$ cat config.mk
export PLATFORM = sky130hd
export DESIGN_NAME = rv_csr_file
export DESIGN_NICKNAME = d
export VERILOG_FILES = /design/src/rtl/rv_defs_pkg.sv /design/src/rtl/rv_csr_counter.sv /design/src/rtl/rv_csr_file.sv
export SDC_FILE = /design/constraint.sdc
export NUM_CORES = 1
export LEC_CHECK = 0
export ABC_AREA = 1
export ABC_CLOCK_PERIOD_IN_PS = 3700
export BUFFER_PORTS_ARGS = -buffer_cell sky130_fd_sc_hd__buf_2
export CAP_MARGIN = 20
export CORE_AREA = 2 2 183 185
export CTS_BUF_LIST = sky130_fd_sc_hd__clkbuf_2
export CTS_CLUSTER_DIAMETER = 120
export CTS_CLUSTER_SIZE = 8
export DETAILED_ROUTE_END_ITERATION = 8
export DIE_AREA = 0 0 185 187
export SLEW_MARGIN = 20
export SYNTH_ARGS = -nofsm -noshare
export SYNTH_HDL_FRONTEND = slang
export SYNTH_HIERARCHICAL = 1
export SYNTH_SLANG_ARGS = --single-unit
$ cat constraint.sdc
create_clock -name clk_i -period 3.7 [get_ports clk_i]
set_input_delay 0.37 -clock clk_i [delete_from_list [all_inputs] [get_ports clk_i]]
set_output_delay 0.37 -clock clk_i [all_outputs]
set_load 0.1 [all_outputs]
$ cat src/rtl/rv_defs_pkg.sv
// rv_defs_pkg: shared CSR addresses, op codes and mstatus fields for the RV CSR slice.
package rv_defs_pkg;
  localparam logic [11:0] CSR_CYCLE    = 12'hC00;
  localparam logic [11:0] CSR_CYCLEH   = 12'hC80;
  localparam logic [11:0] CSR_TIME     = 12'hC01;
  localparam logic [11:0] CSR_TIMEH    = 12'hC81;
  localparam logic [11:0] CSR_MSTATUS  = 12'h300;
  localparam logic [11:0] CSR_MIE      = 12'h304;
  localparam logic [11:0] CSR_MSCRATCH = 12'h340;
  localparam logic [11:0] CSR_MEPC     = 12'h341;
  localparam logic [11:0] CSR_MCAUSE   = 12'h342;
  localparam logic [11:0] CSR_MIP      = 12'h344;
  localparam logic [11:0] CSR_XSCRATCH = 12'h7C0;
  localparam logic [2:0] CSR_OP_RW  = 3'b001;
  localparam logic [2:0] CSR_OP_RS  = 3'b010;
  localparam logic [2:0] CSR_OP_RC  = 3'b011;
  localparam logic [2:0] CSR_OP_RWI = 3'b101;
  localparam logic [2:0] CSR_OP_RSI = 3'b110;
  localparam logic [2:0] CSR_OP_RCI = 3'b111;
  localparam int MSTATUS_MIE  = 3;
  localparam int MSTATUS_MPIE = 7;
  localparam int IRQ_BASE     = 16;
  typedef enum logic {ST_RUN, ST_TRAP} trap_state_e;
  function automatic logic [31:0] csr_apply(logic [1:0] op, logic [31:0] old, logic [31:0] opnd);
    return op == CSR_OP_RW[1:0] ? opnd :
           op == CSR_OP_RS[1:0] ? old | opnd :
           op == CSR_OP_RC[1:0] ? old & ~opnd : old;
  endfunction
endpackage

$ cat src/rtl/rv_csr_counter.sv
// rv_csr_counter: free-running wrapping counter with enable, read as two 32-bit halves.
module rv_csr_counter #(
  parameter int G_WIDTH = 40
) (
  input  logic        clk_i,
  input  logic        rst_i,
  input  logic        en_i,
  output logic [31:0] lo_o,
  output logic [31:0] hi_o
);
  logic [G_WIDTH-1:0] cnt_q;
  always_ff @(posedge clk_i or posedge rst_i)
    if (rst_i) cnt_q <= '0;
    else if (en_i) cnt_q <= cnt_q + G_WIDTH'(1);
  assign lo_o = cnt_q[31:0];
  assign hi_o = 32'(cnt_q[G_WIDTH-1:32]);
endmodule

$ cat src/rtl/rv_csr_file.sv
// rv_csr_file: machine-mode CSR file with counters, scratch registers, interrupt
// enable/pending and a one-cycle trap entry FSM.
module rv_csr_file
  import rv_defs_pkg::*;
#(
  parameter int G_COUNTER_WIDTH = 40,
  parameter int G_NUM_SCRATCH   = 1,
  parameter int G_NUM_IRQ       = 1
) (
  input  logic                 clk_i,
  input  logic                 rst_i,
  input  logic                 x_stall_i,
  input  logic                 x_kill_i,
  input  logic                 d_is_csr_i,
  input  logic [2:0]           d_fun_i,
  input  logic [4:0]           d_csr_imm_i,
  input  logic [11:0]          d_csr_sel_i,
  input  logic [31:0]          d_rs1_i,
  output logic [31:0]          x_rd_o,
  output logic [31:0]          x_csr_write_value_o,
  output logic                 x_illegal_o,
  input  logic                 timer_tick_i,
  input  logic [G_NUM_IRQ-1:0] irq_i,
  input  logic                 x_exception_i,
  input  logic [3:0]           x_exception_cause_i,
  input  logic                 x_mret_i,
  input  logic [31:0]          x_pc_i,
  output logic                 irq_take_o,
  output logic [31:0]          trap_vector_pc_o
);
  logic [31:0] cyc_lo, cyc_hi, tim_lo, tim_hi;
  logic [31:0] scratch_q [G_NUM_SCRATCH];
  logic [31:0] mepc_q, mcause_q, opnd, rdata;
  logic [G_NUM_IRQ-1:0] mie_q, mip_q, pend;
  logic mie_bit_q, mpie_bit_q;
  logic known, ro, wr_req, exec_ok, exc_ok, irq_ok, trap_exc, trap_irq, mret_ok, csr_we;
  logic [4:0] irq_code;
  trap_state_e state_q, state_d;

  rv_csr_counter #(.G_WIDTH(G_COUNTER_WIDTH)) u_cycle (
    .clk_i(clk_i), .rst_i(rst_i), .en_i(1'b1), .lo_o(cyc_lo), .hi_o(cyc_hi)
  );
  rv_csr_counter #(.G_WIDTH(G_COUNTER_WIDTH)) u_time (
    .clk_i(clk_i), .rst_i(rst_i), .en_i(timer_tick_i), .lo_o(tim_lo), .hi_o(tim_hi)
  );

  always_comb begin
    rdata = '0;
    known = 1'b1;
    ro = 1'b0;
    case (d_csr_sel_i)
      CSR_CYCLE:    begin rdata = cyc_lo; ro = 1'b1; end
      CSR_CYCLEH:   begin rdata = cyc_hi; ro = 1'b1; end
      CSR_TIME:     begin rdata = tim_lo; ro = 1'b1; end
      CSR_TIMEH:    begin rdata = tim_hi; ro = 1'b1; end
      CSR_MIP:      begin rdata = 32'(mip_q) << IRQ_BASE; ro = 1'b1; end
      CSR_MSTATUS:  rdata = (32'(mpie_bit_q) << MSTATUS_MPIE) | (32'(mie_bit_q) << MSTATUS_MIE);
      CSR_MIE:      rdata = 32'(mie_q) << IRQ_BASE;
      CSR_MSCRATCH: rdata = scratch_q[0];
      CSR_MEPC:     rdata = mepc_q;
      CSR_MCAUSE:   rdata = mcause_q;
      default: begin
        known = 1'b0;
        for (int k = 1; k < G_NUM_SCRATCH; k++)
          if (d_csr_sel_i == CSR_XSCRATCH + 12'(k)) begin
            rdata = scratch_q[k];
            known = 1'b1;
          end
      end
    endcase
  end

  // Set/clear ops with a zero operand never write, which keeps them legal on read-only CSRs.
  assign opnd = d_fun_i inside {CSR_OP_RWI, CSR_OP_RSI, CSR_OP_RCI} ? 32'(d_csr_imm_i) : d_rs1_i;
  assign x_rd_o = rdata;
  assign x_csr_write_value_o = csr_apply(d_fun_i[1:0], rdata, opnd);
  assign wr_req = d_is_csr_i && (d_fun_i[1:0] == CSR_OP_RW[1:0] || (d_fun_i[1:0] != 2'b00 && opnd != '0));
  assign x_illegal_o = d_is_csr_i && (!known || (ro && wr_req));
  assign exec_ok = !x_stall_i && !x_kill_i;
  assign pend = mip_q & mie_q;
  assign exc_ok = x_exception_i && exec_ok;
  assign irq_ok = mie_bit_q && |pend && !x_stall_i;
  assign mret_ok = x_mret_i && exec_ok && !trap_exc && !trap_irq;
  assign csr_we = wr_req && exec_ok && !x_illegal_o && !trap_exc && !trap_irq && !mret_ok;
  assign trap_vector_pc_o = mepc_q;

  always_comb begin
    irq_code = '0;
    for (int n = G_NUM_IRQ - 1; n >= 0; n--)
      if (pend[n]) irq_code = 5'(IRQ_BASE + n);
  end

  always_ff @(posedge clk_i or posedge rst_i)
    if (rst_i) state_q <= ST_RUN;
    else state_q <= state_d;

  always_comb state_d = state_q == ST_RUN && (exc_ok || irq_ok) ? ST_TRAP : ST_RUN;

  always_comb begin
    trap_exc = state_q == ST_RUN && exc_ok;
    trap_irq = state_q == ST_RUN && !exc_ok && irq_ok;
    irq_take_o = trap_irq;
  end

  always_ff @(posedge clk_i or posedge rst_i)
    if (rst_i) begin
      for (int k = 0; k < G_NUM_SCRATCH; k++) scratch_q[k] <= '0;
      mepc_q <= '0;
      mcause_q <= '0;
      mie_q <= '0;
      mip_q <= '0;
      mie_bit_q <= 1'b0;
      mpie_bit_q <= 1'b0;
    end else begin
      mip_q <= irq_i;
      if (trap_exc || trap_irq) begin
        mepc_q <= x_pc_i;
        mcause_q <= trap_irq ? {1'b1, 26'b0, irq_code} : {28'b0, x_exception_cause_i};
        mpie_bit_q <= mie_bit_q;
        mie_bit_q <= 1'b0;
      end else if (mret_ok) begin
        mie_bit_q <= mpie_bit_q;
        mpie_bit_q <= 1'b1;
      end else if (csr_we)
        case (d_csr_sel_i)
          CSR_MSTATUS: begin
            mie_bit_q <= x_csr_write_value_o[MSTATUS_MIE];
            mpie_bit_q <= x_csr_write_value_o[MSTATUS_MPIE];
          end
          CSR_MIE:      mie_q <= x_csr_write_value_o[IRQ_BASE +: G_NUM_IRQ];
          CSR_MSCRATCH: scratch_q[0] <= x_csr_write_value_o;
          CSR_MEPC:     mepc_q <= x_csr_write_value_o;
          CSR_MCAUSE:   mcause_q <= x_csr_write_value_o;
          default:
            for (int k = 1; k < G_NUM_SCRATCH; k++)
              if (d_csr_sel_i == CSR_XSCRATCH + 12'(k)) scratch_q[k] <= x_csr_write_value_o;
        endcase
    end
endmodule

# Word-level counts from Yosys, hierarchy flattened
# Cells that the tools add are included.
[classes]
addsub = 2
mul = 0
div_mod_pow = 0
n_lt_le_gt_ge = 0
n_eq_ne = 17
shifts = 0
n_mux = 26
bitwise_logic = 8
n_reduce_logical = 47
[op_table]
columns = ["op", "count"]
rows = [
  ["$mux W32", 13],
  ["$pmux W32 S10", 1],
  ["$add A40 B1 Y40 const B", 2],
  ["$eq A12 B10 Y1 const B", 6],
  ["$eq A12 B12 Y1 const B", 4],
  ["$and A32 B32 Y32", 1],
  ["$not A32 Y32", 1],
  ["$or A32 B32 Y32", 1],
  ["$reduce_bool A32 Y1", 1],
  ["$logic_and A1 B1 Y1", 20],
  ["$mux W1", 11],
  ["$reduce_or A10 Y1", 1],
  ["$eq A3 B3 Y1 const B", 3],
  ["$reduce_bool A3 Y1", 3],
  ["$logic_not A1 Y1", 8],
  ["$or A8 B4 Y8", 1],
  ["$reduce_and A4 Y1", 2],
  ["$reduce_bool A2 Y1", 4],
  ["$reduce_and A3 Y1", 2],
  ["$mux W5", 1],
  ["$reduce_or A5 Y1", 1],
  ["$eq A2 B2 Y1 const B", 2],
  ["$logic_or A1 B1 Y1", 4],
  ["$not A1 Y1", 3],
  ["other kinds (4)", 4],
]
[totals]
ff_bits = 181
latchBits = 0
ram_bits = 0
romBits = 0
in_bits = 97
out_inout_bits = 98
elab_cells = 110
mem_count = 0

# Longest topological paths before layout
# Gate-level depths: netlist (run 1).
[depth]
ltp_word = 18
mapped_depth = 18
depth_no_buf = 17

# Cells and area by module
# The synthesis (run 1) kept the hierarchy.
[by_module_without_submodules]
columns = ["mod", "n_inst", "cells_each", "area_per_inst_um2", "seq_area_each_um2"]
rows = [
  ["rv_csr_file", 1, 1334, 8062.7, 2527.4],
  ["rv_csr_counter", 2, 304, 2381.0, 1001.0],
]

# Least setup slack after synthesis (run 1)
# OpenSTA, ideal clock, no wires.
[synth_path]
path_type = "input port to flip-flop"
start = "input port d_csr_sel_i[5]"
end = "register mepc_q[0], in the netlist trap_vector_pc_o[0]"
setup_ps = 69
arrival_ps = 3631
required_ps = 3631
slack_ps = 0
cell_stages = 16
path_buffers = 1
cell_sequence = "nor2_1 -> nand3_1 -> nor2_2 -> nand2_1 -> inv_2 -> buf_4 -> nand2_1 -> nand2_1 -> a21oi_1 -> nand2_1 -> nand3_1 -> o21ai_0 -> nand2_1 -> nand2_1 -> nand2_1 -> nand2_1"
[synth_via]
elab_cells_between_ends = 36
cone_classes = "eq/ne: 10; mux: 10; bitwise: 2; reduce/logical: 14"
[synth_lines]
columns = ["item", "line", "rtl"]
rows = [
  ["start, declared", "rv_csr_file.sv:17", "input logic [11:0] d_csr_sel_i,"],
  ["$eq A12 B10 Y1 or $eq A12 B12 Y1 (tied branches)", "rv_csr_file.sv:51", "case (d_csr_sel_i)"],
  ["$pmux W32 S10 (*)", "rv_csr_file.sv:51", ""],
  ["named net x_rd_o[0]", "rv_csr_file.sv:19", "output logic [31:0] x_rd_o,"],
  ["$and A32 B32 Y32", "rv_defs_pkg.sv:27", "op == CSR_OP_RC[1:0] ? old & ~opnd : old;"],
  ["$mux W32", "rv_defs_pkg.sv:27", ""],
  ["$mux W32 (*)", "rv_defs_pkg.sv:26", "op == CSR_OP_RS[1:0] ? old | opnd :"],
  ["$mux W32 (*)", "rv_defs_pkg.sv:25", "return op == CSR_OP_RW[1:0] ? opnd :"],
  ["named net x_csr_write_value_o[0]", "rv_csr_file.sv:20", "output logic [31:0] x_csr_write_value_o,"],
  ["$mux W32 (*)", "rv_csr_file.sv:125", "case (d_csr_sel_i)"],
  ["$mux W32 (*)", "rv_csr_file.sv:124", "end else if (csr_we)"],
  ["$mux W32 (*)", "rv_csr_file.sv:121", "end else if (mret_ok) begin"],
  ["$mux W32 (*)", "rv_csr_file.sv:116", "if (trap_exc || trap_irq) begin"],
  ["end signal, assigned", "rv_csr_file.sv:117", "mepc_q <= x_pc_i;"],
  ["end signal, assigned", "rv_csr_file.sv:132", "CSR_MEPC: mepc_q <= x_csr_write_value_o;"],
  ["end, declared", "rv_csr_file.sv:33", "logic [31:0] mepc_q, mcause_q, opnd, rdata;"],
]
# The timed path passes the listed nets; every way through them passes the cells marked *. The select of a mux whose other input is x is not followed.
# A chain may end at the register's enable or synchronous reset.

# Worst setup path after layout (run 1)
[layout_path]
start = "register u_cycle.cnt_q[38]"
end = "output port x_rd_o[6]"
[layout_via]
elab_chain_len = 1
[layout_lines]
columns = ["item", "line", "rtl"]
rows = [
  ["start, declared", "rv_csr_counter.sv:11", "logic [G_WIDTH-1:0] cnt_q;"],
  ["start signal, assigned", "rv_csr_counter.sv:14", "else if (en_i) cnt_q <= cnt_q + G_WIDTH'(1);"],
  ["$pmux W32 S10", "rv_csr_file.sv:51", ""],
  ["end, declared", "rv_csr_file.sv:19", ""],
]
# Every way passes these cells.

==> results of run 1 <==
## cells in the mapped netlist, types with 11 or more instances
cell / count / area [um2]
nor2_4: 11 / 123.9
buf_2: 14 / 70.07
nand3_1: 171 / 855.8
nor2_1: 215 / 807.0
o21ai_2: 33 / 289.0
nand4_1: 27 / 168.9
xnor2_1: 20 / 175.2
o21ai_1: 18 / 90.09
a21oi_1: 39 / 195.2
nand2_1: 701 / 2631
inv_1: 215 / 807.0
buf_4: 58 / 435.4
nor3_1: 27 / 135.1
o21ai_0: 31 / 155.2
dfrtp_1: 181 / 4529
nand3b_1: 22 / 165.2
clkbuf_1: 20 / 75.07
xor2_1: 28 / 245.2
nand2_2: 11 / 68.82
## final cells by class
class,instances,share of cell area (%)
antenna,1,0.01648
clock buffer,18,0.5932
tap,448,3.691
multi-input combinational,1472,45.58
inverter,228,5.669
clock inverter,14,1.178
sequential,181,29.83
timing repair buffer,288,13.45
## power by group
group / switching (mW) / leakage, nW / internal, mW / total (mW)
Sequential: 0.271 / 2.42 / 2.21 / 2.48
Combinational: 1.43 / 5.24 / 0.421 / 1.85
Clock: 0.793 / 0.151 / 0.389 / 1.18
## state kept, by name, summed over array words and instances, names as in the netlist
| register | flops |
|---|---|
| trap_vector_pc_o | 32 |
| u_time/cnt_q | 40 |
| mip_q | 1 |
| u_cycle/cnt_q | 40 |
| mie_bit_q | 1 |
| mpie_bit_q | 1 |
| mcause_q | 32 |
| state_q | 1 |
| mie_q | 1 |
| scratch_q | 32 |
## timing repair
action	4_1_cts	5_1_grt
hold endpoints to repair	216	0
endpoints found under the setup margin	0	0
hold buffers	57	0
## routing by layer
metal  wire [um]  track usage, %  part of all wire (%)  up-vias
met2       22260           45.87                    44      641
met5           0               0                     0        -
li1            -               -                     -     6480
met1       21460           39.87                    43     6419
met3        3647           4.030                   7.3      127
met4        2734           15.14                   5.5        0
## worst max-delay path by stage
stage / from / depth (start not counted) / slack (ps) / to
floorplan: d_csr_sel_i[5] / 16 / 0.2 / trap_vector_pc_o[0]$_DFFE_PP0P_
global placement: d_csr_sel_i[5] / 13 / 510 / x_csr_write_value_o[16]
detailed placement: d_csr_sel_i[0] / 13 / 550 / x_csr_write_value_o[16]
CTS: u_cycle/cnt_q[38]$_DFFE_PP0P_ / 5 / 390 / x_rd_o[6]
global route: u_cycle/cnt_q[38]$_DFFE_PP0P_ / 5 / 260 / x_rd_o[6]
finish: u_cycle/cnt_q[38]$_DFFE_PP0P_ / 5 / 390 / x_rd_o[6]
## metrics by stage
step           area (um2)  total power [mW]  utilization [%]  hold WS, ps
3_5_place_dp        14340             4.307            43.64        470.0
5_1_grt             15190             5.764            46.21        43.37
2_1_floorplan       13020             3.831                -        401.4
6_report            15190             5.516            46.21        53.36
3_3_place_gp        14340             4.284            43.64        466.1
4_1_cts             15180             5.529            46.20        1.265
## worst register-to-register path: stages, from the launching register on
cell and delay (ps):
dfrtp_1 400, inv_1 110, nor4_1 410, inv_1 130, a21oi_4 170, inv_2 270
buf_4 400, nand2_1 130, nand2_1 50, dlygate4sd3_1 560, nand2_1 70, nand2_1 60
## cell families after synthesis
| group | after synthesis | share of synthesized area, % |
|---|---|---|
| mux | 2 | 0.1756 |
| simple gates | 1229 | 41.84 |
| compound gates | 137 | 6.732 |
| other cells | 3 | 0.08780 |
| flops | 181 | 35.32 |
| buf+inv | 340 | 12.37 |
| xor+xnor | 48 | 3.278 |
| fa+ha+maj | 2 | 0.1951 |
==> parameters.txt, run 1 <==
Parameter                              Value

Die
  Number of ports placed on the die boundary ... 195
  Placeable core region ... between 30000 and 40000 um2
  Full die area ... 34600 um2
  Die W ... 185 um
  Initial core utilization ... 39.03%
  Floorplan row count ... 67
  Die Ht ... between 150 and 200 um

STA
  Highest clock rate ... ~300 MHz
  Number of pins exceeding their max-slew limit in the final report ... 0
  Final critical-path share of the clock period ... between 80% and 90%
  Total negative setup slack ... 0 ps
  Worst Slack Setup Final ... slightly below 400 ps
  Transition at the pin with the smallest max-transition slack ... ~860 ps
  Worst Skew ... around 40 ps
  Max-Slew Margin vs Limit ... 42.85%
  Finish-stage setup viols ... 0
  Setup repair after global routing missed its margin ... false
  Min Clock Period, post-route ... roughly 3300 ps
  Final Hold Vio Count ... 0

Placement
  RePlAce Congestion ... about 0.96
  Worst setup slack after placement ... ~550 ps
  Port Buf Inserts ... roughly 190
  Estimated wirelength of the detail-placed design ... 38.49 mm
  Cells after DPL ... approximately 2600

Setup path
  Data required time of the worst path ... 3330 ps
  Endpoint of the lowest-slack register-to-register path ... trap_vector_pc_o[8]$_DFFE_PP0P_
  Buffering stage count on the worst path with inverters included ... 2
  Worst setup path class ... reg -> out
  CP Capture Type ... output pin
  Longest individual stage delay on the worst path ... about 590 ps
  Origin of the critical flop-to-flop path ... mie_bit_q$_DFFE_PP0P_
  CP Cell Sequence ... inv_1 -> nor2_1 -> a2111oi_0 -> o2111ai_1 -> buf_2
  Top Family by Delay on Critical Path ... compound AO/OA/AOI/OAI gates
  Crit-path max FO ... 4
  Cell count of the worst reg-to-reg path ... 11
  WP data arrival ... 2940 ps
  Kind of start point of the critical path ... flop
  Setup slack of the worst register-to-register path ... about 870 ps
  CP max stage cell ... a2111oi_0

Global routing
  Number of antenna violations at the first check in global routing ... 1
  All-layer global routing usage ... a little under 30%
  Overall overflow remaining after global route ... 0
  Wire length of the first global-routing pass ... 76.51 mm
  Pin count of the biggest net entering global routing ... just under 80
  Vias in the first global route ... 12970

Yosys
  Post-synth cell types ... 44
  Gate Count Post-Synth ... ~1900
  Avg Synthesized Cell Area ... ~6.6 um2
  Share of the yosys chip area belonging to registers ... 35.32%
  Main flop type after synthesis ... dfrtp_1
  Number of synthesized flops with an enable pin ... 0
  Yosys warnings ... 6
  Proportion of register bits with asynchronous set or reset after synthesis ... 100.0%
  Post-Syn Area ... about 13000 um2
  Flip-flop and latch count after synthesis ... between 150 and 200

Routing
  Wirelength per Cell ... about 19 um
  Count of vias placed by the detailed router ... 13670
  Vias per cell ... 5.157
  Antenna violation net count after detailed routing ... 0
  Routed WL ... ~50 mm
  Starting DRC count in detailed routing ... approximately 1400
  DRT Pass-1 Iters ... 6
  Remaining routing DRC violations ... 0

Run
  Max-cap viol count ... 0

Power and ir drop
  Leakage component of the power ... ~7.8 nW
  Worst VDD drop ... roughly 0.43 mV
  Power density over the cells ... between 300 and 400 nW/um2

Worst hold path
  Hold worst-path end ... mie_q$_DFFE_PP0P_
  Class of the tightest hold or removal check ... in -> reg
  Cell count of the worst hold path ... 7
  Hold path start ... x_kill_i

Clock tree
  Clock-pin slew of the registers on the worst-case setup and hold paths ... 300 ps
  Number of gates resized after CTS ... 0
  Post-CTS Setup Repair Bufs ... 0
  TritonCTS buffer count ... 17
  Clock Tree Buf Depth ... 2
  Buffer type at the clock tree root ... clkbuf_2
  Number of clock sinks ... 181
  Clk Latency, worst-skew pair ... ~850 ps
  # H-tree levels ... 4
  CTS tree ... yes

Layout
  Post-layout instance count excluding filler cells ... 2650
  Synthesis-to-finish area growth ... 18.41%
  Fillers ... around 3500
  Leading cell types in the layout, fill and taps excluded ... nand2_1, inv_1, nor2_1
  Number of nets in the final layout ... 2287
  Sequential cell area ... approximately 4500 um2
  Footprint of the multi-input gates ... 6922 um2
  Most common cell after layout, fill and taps aside ... nand2_1
  Fraction of final layout cells sized beyond drive strength 1 ... ~16%

Run status
  Outcome ... finished clean
(Power assumes the default switching activity.)
==> inputs of run 2 (changes only) <==
--- a/config.mk
+++ b/config.mk
@@ -10,7 +10,6 @@
 export BUFFER_PORTS_ARGS = -buffer_cell sky130_fd_sc_hd__buf_2
 export CAP_MARGIN = 20
 export CORE_AREA = 2 2 183 185
-export CTS_BUF_LIST = sky130_fd_sc_hd__clkbuf_2
 export CTS_CLUSTER_DIAMETER = 120
 export CTS_CLUSTER_SIZE = 8
 export DETAILED_ROUTE_END_ITERATION = 8
==> parameters.txt, run 2 (synthesis results as in run 1) <==
Parameter                              Value

Power and ir drop
  Total power ... 6.233 mW (+13%)
  Cell-internal power ... 3.660 mW (+21%)
  Worst VDD drop ... 0.3986 mV (-6.8%)
  Logic gate share of total power ... 28.9% (-4.7 points)
  Power density over the cells ... 416.9 nW/um2 (+15%)
  Fraction of power consumed by the clock network ... 31.3% (+9.9 points)
  Net switching fraction of the power ... 41.28% (-4.0 points)
  Sequential share of power ... 39.8% (-5.2 points)
  Power spent charging and discharging nets ... 2.573 mW (+3.1%)
  Leakage component of the power ... 7.709 nW (-1.4%)

Layout
  Fin util ... 45.50% (-0.71 points)
  Synthesis-to-finish area growth ... 16.59%
  Final non-filler cell area ... 14950 um2 (-1.5%)
  Leading cell types in the layout, fill and taps excluded ... nand2_1, inv_1, nor2_1
  Registers with the most flip-flops ... u_cycle/cnt_q x40, u_time/cnt_q x40
  Fraction of final layout cells sized beyond drive strength 1 ... 16.51% (+0.38 points)
  Number of nets in the final layout ... 2230 (-2.5%)
  Most common cell after layout, fill and taps aside ... nand2_1
  Antenna fix cells ... 0 (-1)

STA
  Finish-stage setup viols ... 0 (unchanged)
  Max-Slew Margin vs Limit ... 43.70% (+0.85 points)
  Min Clock Period, post-route ... 3255 ps (-53.87 ps)
  Final critical-path share of the clock period ... 87.97% (-1.5 points)
  Setup repair after global routing missed its margin ... false
  Worst Slack Setup Final ... 445.2 ps (+53.87 ps)
  Highest clock rate ... 307.2 MHz (+1.7%)
  Worst Skew ... 12.10 ps (-28.33 ps)
  Transition at the pin with the smallest max-transition slack ... 843.6 ps (-12.72 ps)
  Number of pins exceeding their max-slew limit in the final report ... 0 (unchanged)
  Total negative setup slack ... 0 ps (unchanged)
  Final Hold Vio Count ... 0 (unchanged)

Clock tree
  Number of clock sinks ... 181 (unchanged)
  # H-tree levels ... 4 (unchanged)
  TritonCTS buffer count ... 17 (unchanged)
  Clock-pin slew of the registers on the worst-case setup and hold paths ... 70 ps (-230 ps)
  Post-CTS Setup Repair Bufs ... 0 (unchanged)
  Clk Latency, worst-skew pair ... 460 ps (-390 ps)
  Hold-fix buffers at CTS ... 0 (-100%)
  Clock Tree Buf Depth ... 2 (unchanged)
  CTS tree ... yes
  Number of gates resized after CTS ... 0 (unchanged)
  Buffer type at the clock tree root ... clkbuf_16

Global routing
  Vias in the first global route ... 12730 (-1.8%)
  Pin count of the biggest net entering global routing ... 79 (unchanged)
  Number of antenna violations at the first check in global routing ... 0 (-1)
  Overall overflow remaining after global route ... 0 (unchanged)
  Wire length of the first global-routing pass ... 75.70 mm (-1.1%)
  All-layer global routing usage ... 29.22% (-0.23 points)

Die
  Placeable core region ... 32860 um2 (unchanged)
  Die W ... 185 um (unchanged)
  Number of ports placed on the die boundary ... 195 (unchanged)
  Die Ht ... 187 um (unchanged)
  Full die area ... 34600 um2 (unchanged)
  Floorplan row count ... 67 (unchanged)
  Initial core utilization ... 39.03% (unchanged)

Placement
  Placed cell area ... 14340 um2 (unchanged)
  Worst setup slack after placement ... 546.2 ps (unchanged)
  Estimated wirelength of the detail-placed design ... 38.49 mm (unchanged)
  Port Buf Inserts ... 194 (unchanged)
  RePlAce Congestion ... 0.9609 (unchanged)

Run status
  Outcome ... finished clean

Routing
  DRT Pass-1 Iters ... 8 (+2)
  Vias per cell ... 5.162 (about the same)
  Count of vias placed by the detailed router ... 13380 (-2.1%)
  Routed WL ... 49.56 mm (-1.1%)
  Antenna violation net count after detailed routing ... 0 (unchanged)
  Remaining routing DRC violations ... 0 (unchanged)
  Wirelength per Cell ... 19.12 um (+1.1%)
  Starting DRC count in detailed routing ... 1331 (-5.9%)

Setup path
  Origin of the critical flop-to-flop path ... mie_bit_q$_DFFE_PP0P_
  Worst setup path class ... in -> out
  Crit-path max FO ... 22 (+18)
  Setup slack of the worst register-to-register path ... 1180 ps (+310 ps)
  Cell count of the worst reg-to-reg path ... 10 (-1)
  WP data arrival ... 2880 ps (-60 ps)
  CP Capture Type ... output pin
  Kind of start point of the critical path ... input pin
  Data required time of the worst path ... 3330 ps (about the same)
  Endpoint of the lowest-slack register-to-register path ... scratch_q[5]$_DFFE_PP0P_

Run
  Max-cap viol count ... 0 (unchanged)

Worst hold path
  Hold worst-path end ... mip_q$_DFF_PP0_
  Cell count of the worst hold path ... 1 (-6)
  Hold path start ... irq_i
  Class of the tightest hold or removal check ... in -> reg
==> run 2: cell count changes in the layout (fill, tap and decap cells not counted) <==
| cell | before | now |
|---|---|---|
| dlygate4sd3_1 | 57 | 0 |
| clkbuf_2 | 18 | 0 |
| clkbuf_16 | 0 | 17 |
| clkbuf_1 | 0 | 1 |
| diode_2 | 1 | 0 |
==> run 2: metrics by stage <==
stage	hold WS, ps	std cells
after floorplan	401.4	1993
after global placement	466.1	2560
after detailed placement	470.0	2560
after CTS	11.08	2592
after global routing	14.71	2592
final	20.21	2592
==> run 2: worst max-delay path by stage <==
stage,startpoint,to,depth (start not counted)
4_1_cts,d_csr_sel_i[5],x_csr_write_value_o[0],13
3_3_place_gp,d_csr_sel_i[5],x_csr_write_value_o[16],13
6_report,d_csr_sel_i[5],x_csr_write_value_o[0],13
3_5_place_dp,d_csr_sel_i[0],x_csr_write_value_o[16],13
2_1_floorplan,d_csr_sel_i[5],trap_vector_pc_o[0]$_DFFE_PP0P_,16
5_1_grt,d_csr_sel_i[0],x_csr_write_value_o[16],13
==> run 2: worst max-delay path, stage by stage <==
cell	delay (ps)
buf_2	90
nor2_1	140
nand3_1	110
nor2_2	240
nand2_1	170
inv_2	480
nand2_1	240
nand3_1	130
a21oi_1	80
nand2_1	170
nand3_1	80
o21ai_0	300
buf_12	260
==> run 2: power by group through the flow <==
stage	clock network (mW)	registers, mW	logic [mW]
finish	1.95	2.48	1.80
global route	2.05	2.51	1.92
CTS	1.97	2.48	1.80
detailed placement	0	2.51	1.79
global placement	0	2.51	1.77
floorplan	0	3.02	0.808
==> run 2: routing by layer <==
| metal | GRT usage (%) | vias up | wire length, um |
|---|---|---|---|
| li1 | - | 6360 | - |
| met1 | 39.96 | 6293 | 21380 |
| met2 | 44.60 | 601 | 21960 |
| met3 | 4.400 | 125 | 3554 |
| met4 | 15.32 | 0 | 2672 |
| met5 | 0 | - | 0 |
==> run 2: area by class of cell <==
class                   instances  area (um2)
well taps                     448       560.5
flip-flops and latches        181        4529
clock inverters                14       178.9
multi-input cells            1472        6922
fillers                      3512       17910
repair buffers                231        1471
clock buffers                  18       429.2
inverters                     228       860.8
==> inputs of run 3 (changes only) <==
--- a/config.mk
+++ b/config.mk
@@ -5,15 +5,14 @@
 export SDC_FILE = /design/constraint.sdc
 export NUM_CORES = 1
 export LEC_CHECK = 0
-export ABC_AREA = 1
-export ABC_CLOCK_PERIOD_IN_PS = 3700
 export BUFFER_PORTS_ARGS = -buffer_cell sky130_fd_sc_hd__buf_2
 export CAP_MARGIN = 20
-export CORE_AREA = 2 2 183 185
+export CORE_AREA = 2 2 178 180
 export CTS_CLUSTER_DIAMETER = 120
 export CTS_CLUSTER_SIZE = 8
 export DETAILED_ROUTE_END_ITERATION = 8
-export DIE_AREA = 0 0 185 187
+export DIE_AREA = 0 0 180 182
+export SKIP_LAST_GASP = 1
 export SLEW_MARGIN = 20
 export SYNTH_ARGS = -nofsm -noshare
 export SYNTH_HDL_FRONTEND = slang
==> parameters.txt, run 3 <==
Parameter                              Value

Run status
  Outcome ... finished clean

Clock tree
  Number of clock sinks ... 181 (unchanged)
  Buffer type at the clock tree root ... clkbuf_16
  TritonCTS buffer count ... 17 (unchanged)
  Clock Tree Buf Depth ... 2 (unchanged)
  Post-CTS Setup Repair Bufs ... 0 (unchanged)
  # H-tree levels ... 4 (unchanged)
  Clock-pin slew of the registers on the worst-case setup and hold paths ... 80 ps (about the same)
  Number of gates resized after CTS ... 0 (unchanged)
  Hold-fix buffers at CTS ... 0 (unchanged)
  CTS tree ... yes
  Clk Latency, worst-skew pair ... 450 ps (about the same)

Die
  Number of ports placed on the die boundary ... 195 (unchanged)
  Die Ht ... 182 um (-2.7%)
  Initial core utilization ... 39.14% (+0.11 points)
  Placeable core region ... 30990 um2 (-5.7%)
  Floorplan row count ... 65 (-3.0%)
  Die W ... 180 um (-2.7%)
  Full die area ... 32760 um2 (-5.3%)

Yosys
  Gate Count Post-Synth ... 1318 (-32%)
  Share of synthesized cell area in full adder, half adder and majority cells ... 0.2064% (+0.011 points)
  Avg Synthesized Cell Area ... 9.201 um2 (+39%)
  Most frequent cells after synthesis ... dfrtp_1, nand2_1, mux2i_1
  Dominant combinational cell family by area after synthesis ... simple AND/OR/NAND/NOR gates
  Fraction of synthesized cell area taken by the top area cell type ... 37.35% (+2.0 points)
  Portion of netlist area occupied by mux cells ... 12.06% (+12 points)
  Post-synth cell types ... 82 (+86%)
  XOR/XNOR share of the synthesized area ... 5.634% (+2.4 points)
  Post-Syn Area ... 12130 um2 (-5.4%)
  Count leader, synth ... dfrtp_1
  Yosys warnings ... 6 (unchanged)
  Share of the yosys chip area belonging to registers ... 37.35% (+2.0 points)
  Flip-flop and latch count after synthesis ... 181 (unchanged)
  Proportion of register bits with asynchronous set or reset after synthesis ... 100.0% (unchanged)
  Area fraction in and, or, nand and nor cells after synthesis ... 21.28% (-21 points)
  Most area-consuming cells after synthesis ... dfrtp_1, mux2i_1, xnor2_1
  Main flop type after synthesis ... dfrtp_1
  Post-synthesis compound-gate area fraction ... 15.78% (+9.0 points)
  Post-synth top area cell ... dfrtp_1
  Number of synthesized flops with an enable pin ... 0 (unchanged)

Layout
  Synthesis-to-finish area growth ... 24.79%
  Fraction of final layout cells sized beyond drive strength 1 ... 24.92% (+8.4 points)
  Footprint of the multi-input gates ... 7064 um2 (+2.1%)
  Fillers ... 2908 (-17%)
  Registers with the most flip-flops ... u_cycle/cnt_q x40, u_time/cnt_q x40
  Fin util ... 48.84% (+3.3 points)
  Sequential cell area ... 4529 um2 (unchanged)
  Post-layout instance count excluding filler cells ... 1905 (-27%)
  Leading cell types in the layout, fill and taps excluded ... dfrtp_1, buf_2, nand2_1
  Most common cell after layout, fill and taps aside ... dfrtp_1
  Number of nets in the final layout ... 1587 (-29%)

STA
  Min Clock Period, post-route ... 3371 ps (+116.0 ps)
  Total negative setup slack ... 0 ps (unchanged)
  Max-Slew Margin vs Limit ... 31.95% (-12 points)
  Worst Skew ... 12.91 ps (+0.8086 ps)
  Final Hold Vio Count ... 0 (unchanged)
  Worst Slack Setup Final ... 329.2 ps (-116.0 ps)
  Transition at the pin with the smallest max-transition slack ... 1011 ps (+167.9 ps)
  Highest clock rate ... 296.7 MHz (-3.4%)
  Finish-stage setup viols ... 0 (unchanged)
  Final critical-path share of the clock period ... 91.10% (+3.1 points)
  Number of pins exceeding their max-slew limit in the final report ... 0 (unchanged)
  Setup repair after global routing missed its margin ... false

Power and ir drop
  Total power ... 6.939 mW (+11%)
  Leakage component of the power ... 6.689 nW (-13%)
  Power density over the cells ... 458.6 nW/um2 (+10%)
  Worst VDD drop ... 0.4385 mV (+10%)

Placement
  Worst setup slack after placement ... 464.4 ps (-81.76 ps)
  RePlAce Congestion ... 0.9388 (-2.3%)
  Port Buf Inserts ... 194 (unchanged)
  Cells after DPL ... 1871 (-27%)
  Estimated wirelength of the detail-placed design ... 32.98 mm (-14%)

Setup path
  Top Family by Delay on Critical Path ... simple AND/OR/NAND/NOR gates
  Crit-path max FO ... 24 (+9.1%)
  CP Cell Sequence ... buf_4 -> or3_1 -> buf_4 -> nor4_1 -> a222oi_1 -> mux2i_1 -> a21o_1 -> buf_12
  Longest individual stage delay on the worst path ... 790 ps (+310 ps)
  Top cell by count, worst path ... buf_4
  CP max stage cell ... nor4_1
  Data required time of the worst path ... 3330 ps (about the same)
  Worst setup path class ... in -> out
  Kind of start point of the critical path ... input pin
  CP Capture Type ... output pin
  WP data arrival ... 3000 ps (+120 ps)
  Buffering stage count on the worst path with inverters included ... 3 (unchanged)

Global routing
  Vias in the first global route ... 10920 (-14%)
  Pin count of the biggest net entering global routing ... 66 (-16%)
  All-layer global routing usage ... 26.65% (-2.6 points)
  Wire length of the first global-routing pass ... 67.82 mm (-10%)
  Number of antenna violations at the first check in global routing ... 2 (+2)
  Overall overflow remaining after global route ... 0 (unchanged)

Routing
  DRT Pass-1 Iters ... 6 (-2)
  Count of vias placed by the detailed router ... 11320 (-15%)
  Wirelength per Cell ... 22.85 um (+20%)
  Remaining routing DRC violations ... 0 (unchanged)
  Vias per cell ... 5.943 (+15%)
  Antenna violation net count after detailed routing ... 0 (unchanged)
  Routed WL ... 43.53 mm (-12%)
  Starting DRC count in detailed routing ... 1188 (-11%)

Run
  Max-cap viol count ... 0 (unchanged)

Worst hold path
  Class of the tightest hold or removal check ... in -> reg
[run 3: changes by cell type in the layout (fill, tap and decap cells not counted), sizes merged, moves of 35 or more]
cell,previous run,this run
nand3,180,71
nor4,8,43
inv,227,44
nand2,714,126
nor2,234,76
xnor2,20,64
mux2i,0,109
[run 3: power breakdown]
group	internal, mW	switching (mW)	total [mW]
sequential	2.23	0.342	2.57
combinational	0.589	1.94	2.52
clock	0.904	0.938	1.84
total	3.72	3.22	6.94
[run 3: worst paths after layout]
kind                                                    start                             to  slack [ps]  depth (start not counted)
worst max register to register    u_time/cnt_q[2]$_DFFE_PP0P_       scratch_q[2]$_DFFE_PP0P_        1290                          6
worst min-delay path                                    irq_i                mip_q$_DFF_PP0_          20                          1
min in group asynchronous                               rst_i   u_time/cnt_q[19]$_DFFE_PP0P_          80                          3
worst min register to register  u_cycle/cnt_q[39]$_DFFE_PP0P_  u_cycle/cnt_q[39]$_DFFE_PP0P_         480                          1
max in group asynchronous                               rst_i       mcause_q[27]$_DFFE_PP0P_        2760                          3
worst max-delay path                           d_csr_sel_i[7]         x_csr_write_value_o[0]         330                          8
[run 3: cells by family (layout without fill, tap and decap cells)]
kind of cell | after synthesis | in the layout
AO/OA/AOI/OAI | 263 | 263
XOR/XNOR | 78 | 78
adder cells (fa/ha/maj) | 2 | 2
buffers and inverters | 171 | 308
flip-flops | 181 | 181
multiplexers | 142 | 142
other | 3 | 51
AND/OR/NAND/NOR | 478 | 478
[run 3: worst register-to-register path, stage by stage (launching register included)]
cell	delay [ps]
dfrtp_1	460
mux2i_1	300
o22ai_1	260
a222oi_1	500
o22ai_1	130
or2_2	360
mux2_1	290
[run 3: cell type report]
class / instances / share of cell area, %
multi-input combinational: 1012 / 46.68
sequential: 181 / 29.93
timing repair buffer: 238 / 15.20
tap: 402 / 3.324
clock buffer: 17 / 2.811
clock inverter: 15 / 1.067
inverter: 38 / 0.9591
antenna: 2 / 0.03307
[run 3: per-stage QoR]
| step | hold WS [ps] | cell area, um2 |
|---|---|---|
| 2_1_floorplan | 401.4 | 12510 |
| 3_3_place_gp | 460.0 | 14540 |
| 3_5_place_dp | 466.6 | 14540 |
| 4_1_cts | 11.42 | 15130 |
| 5_1_grt | 16.60 | 15130 |
| 6_report | 20.58 | 15130 |
[run 3: metal layers]
layer | share of wire, % | vias to the layer above | track usage, %
li1 | - | 5103 | -
met1 | 43 | 5614 | 36.59
met2 | 46 | 535 | 42.47
met3 | 7.8 | 70 | 4.793
met4 | 2.8 | 0 | 8.911
met5 | 0 | - | 0
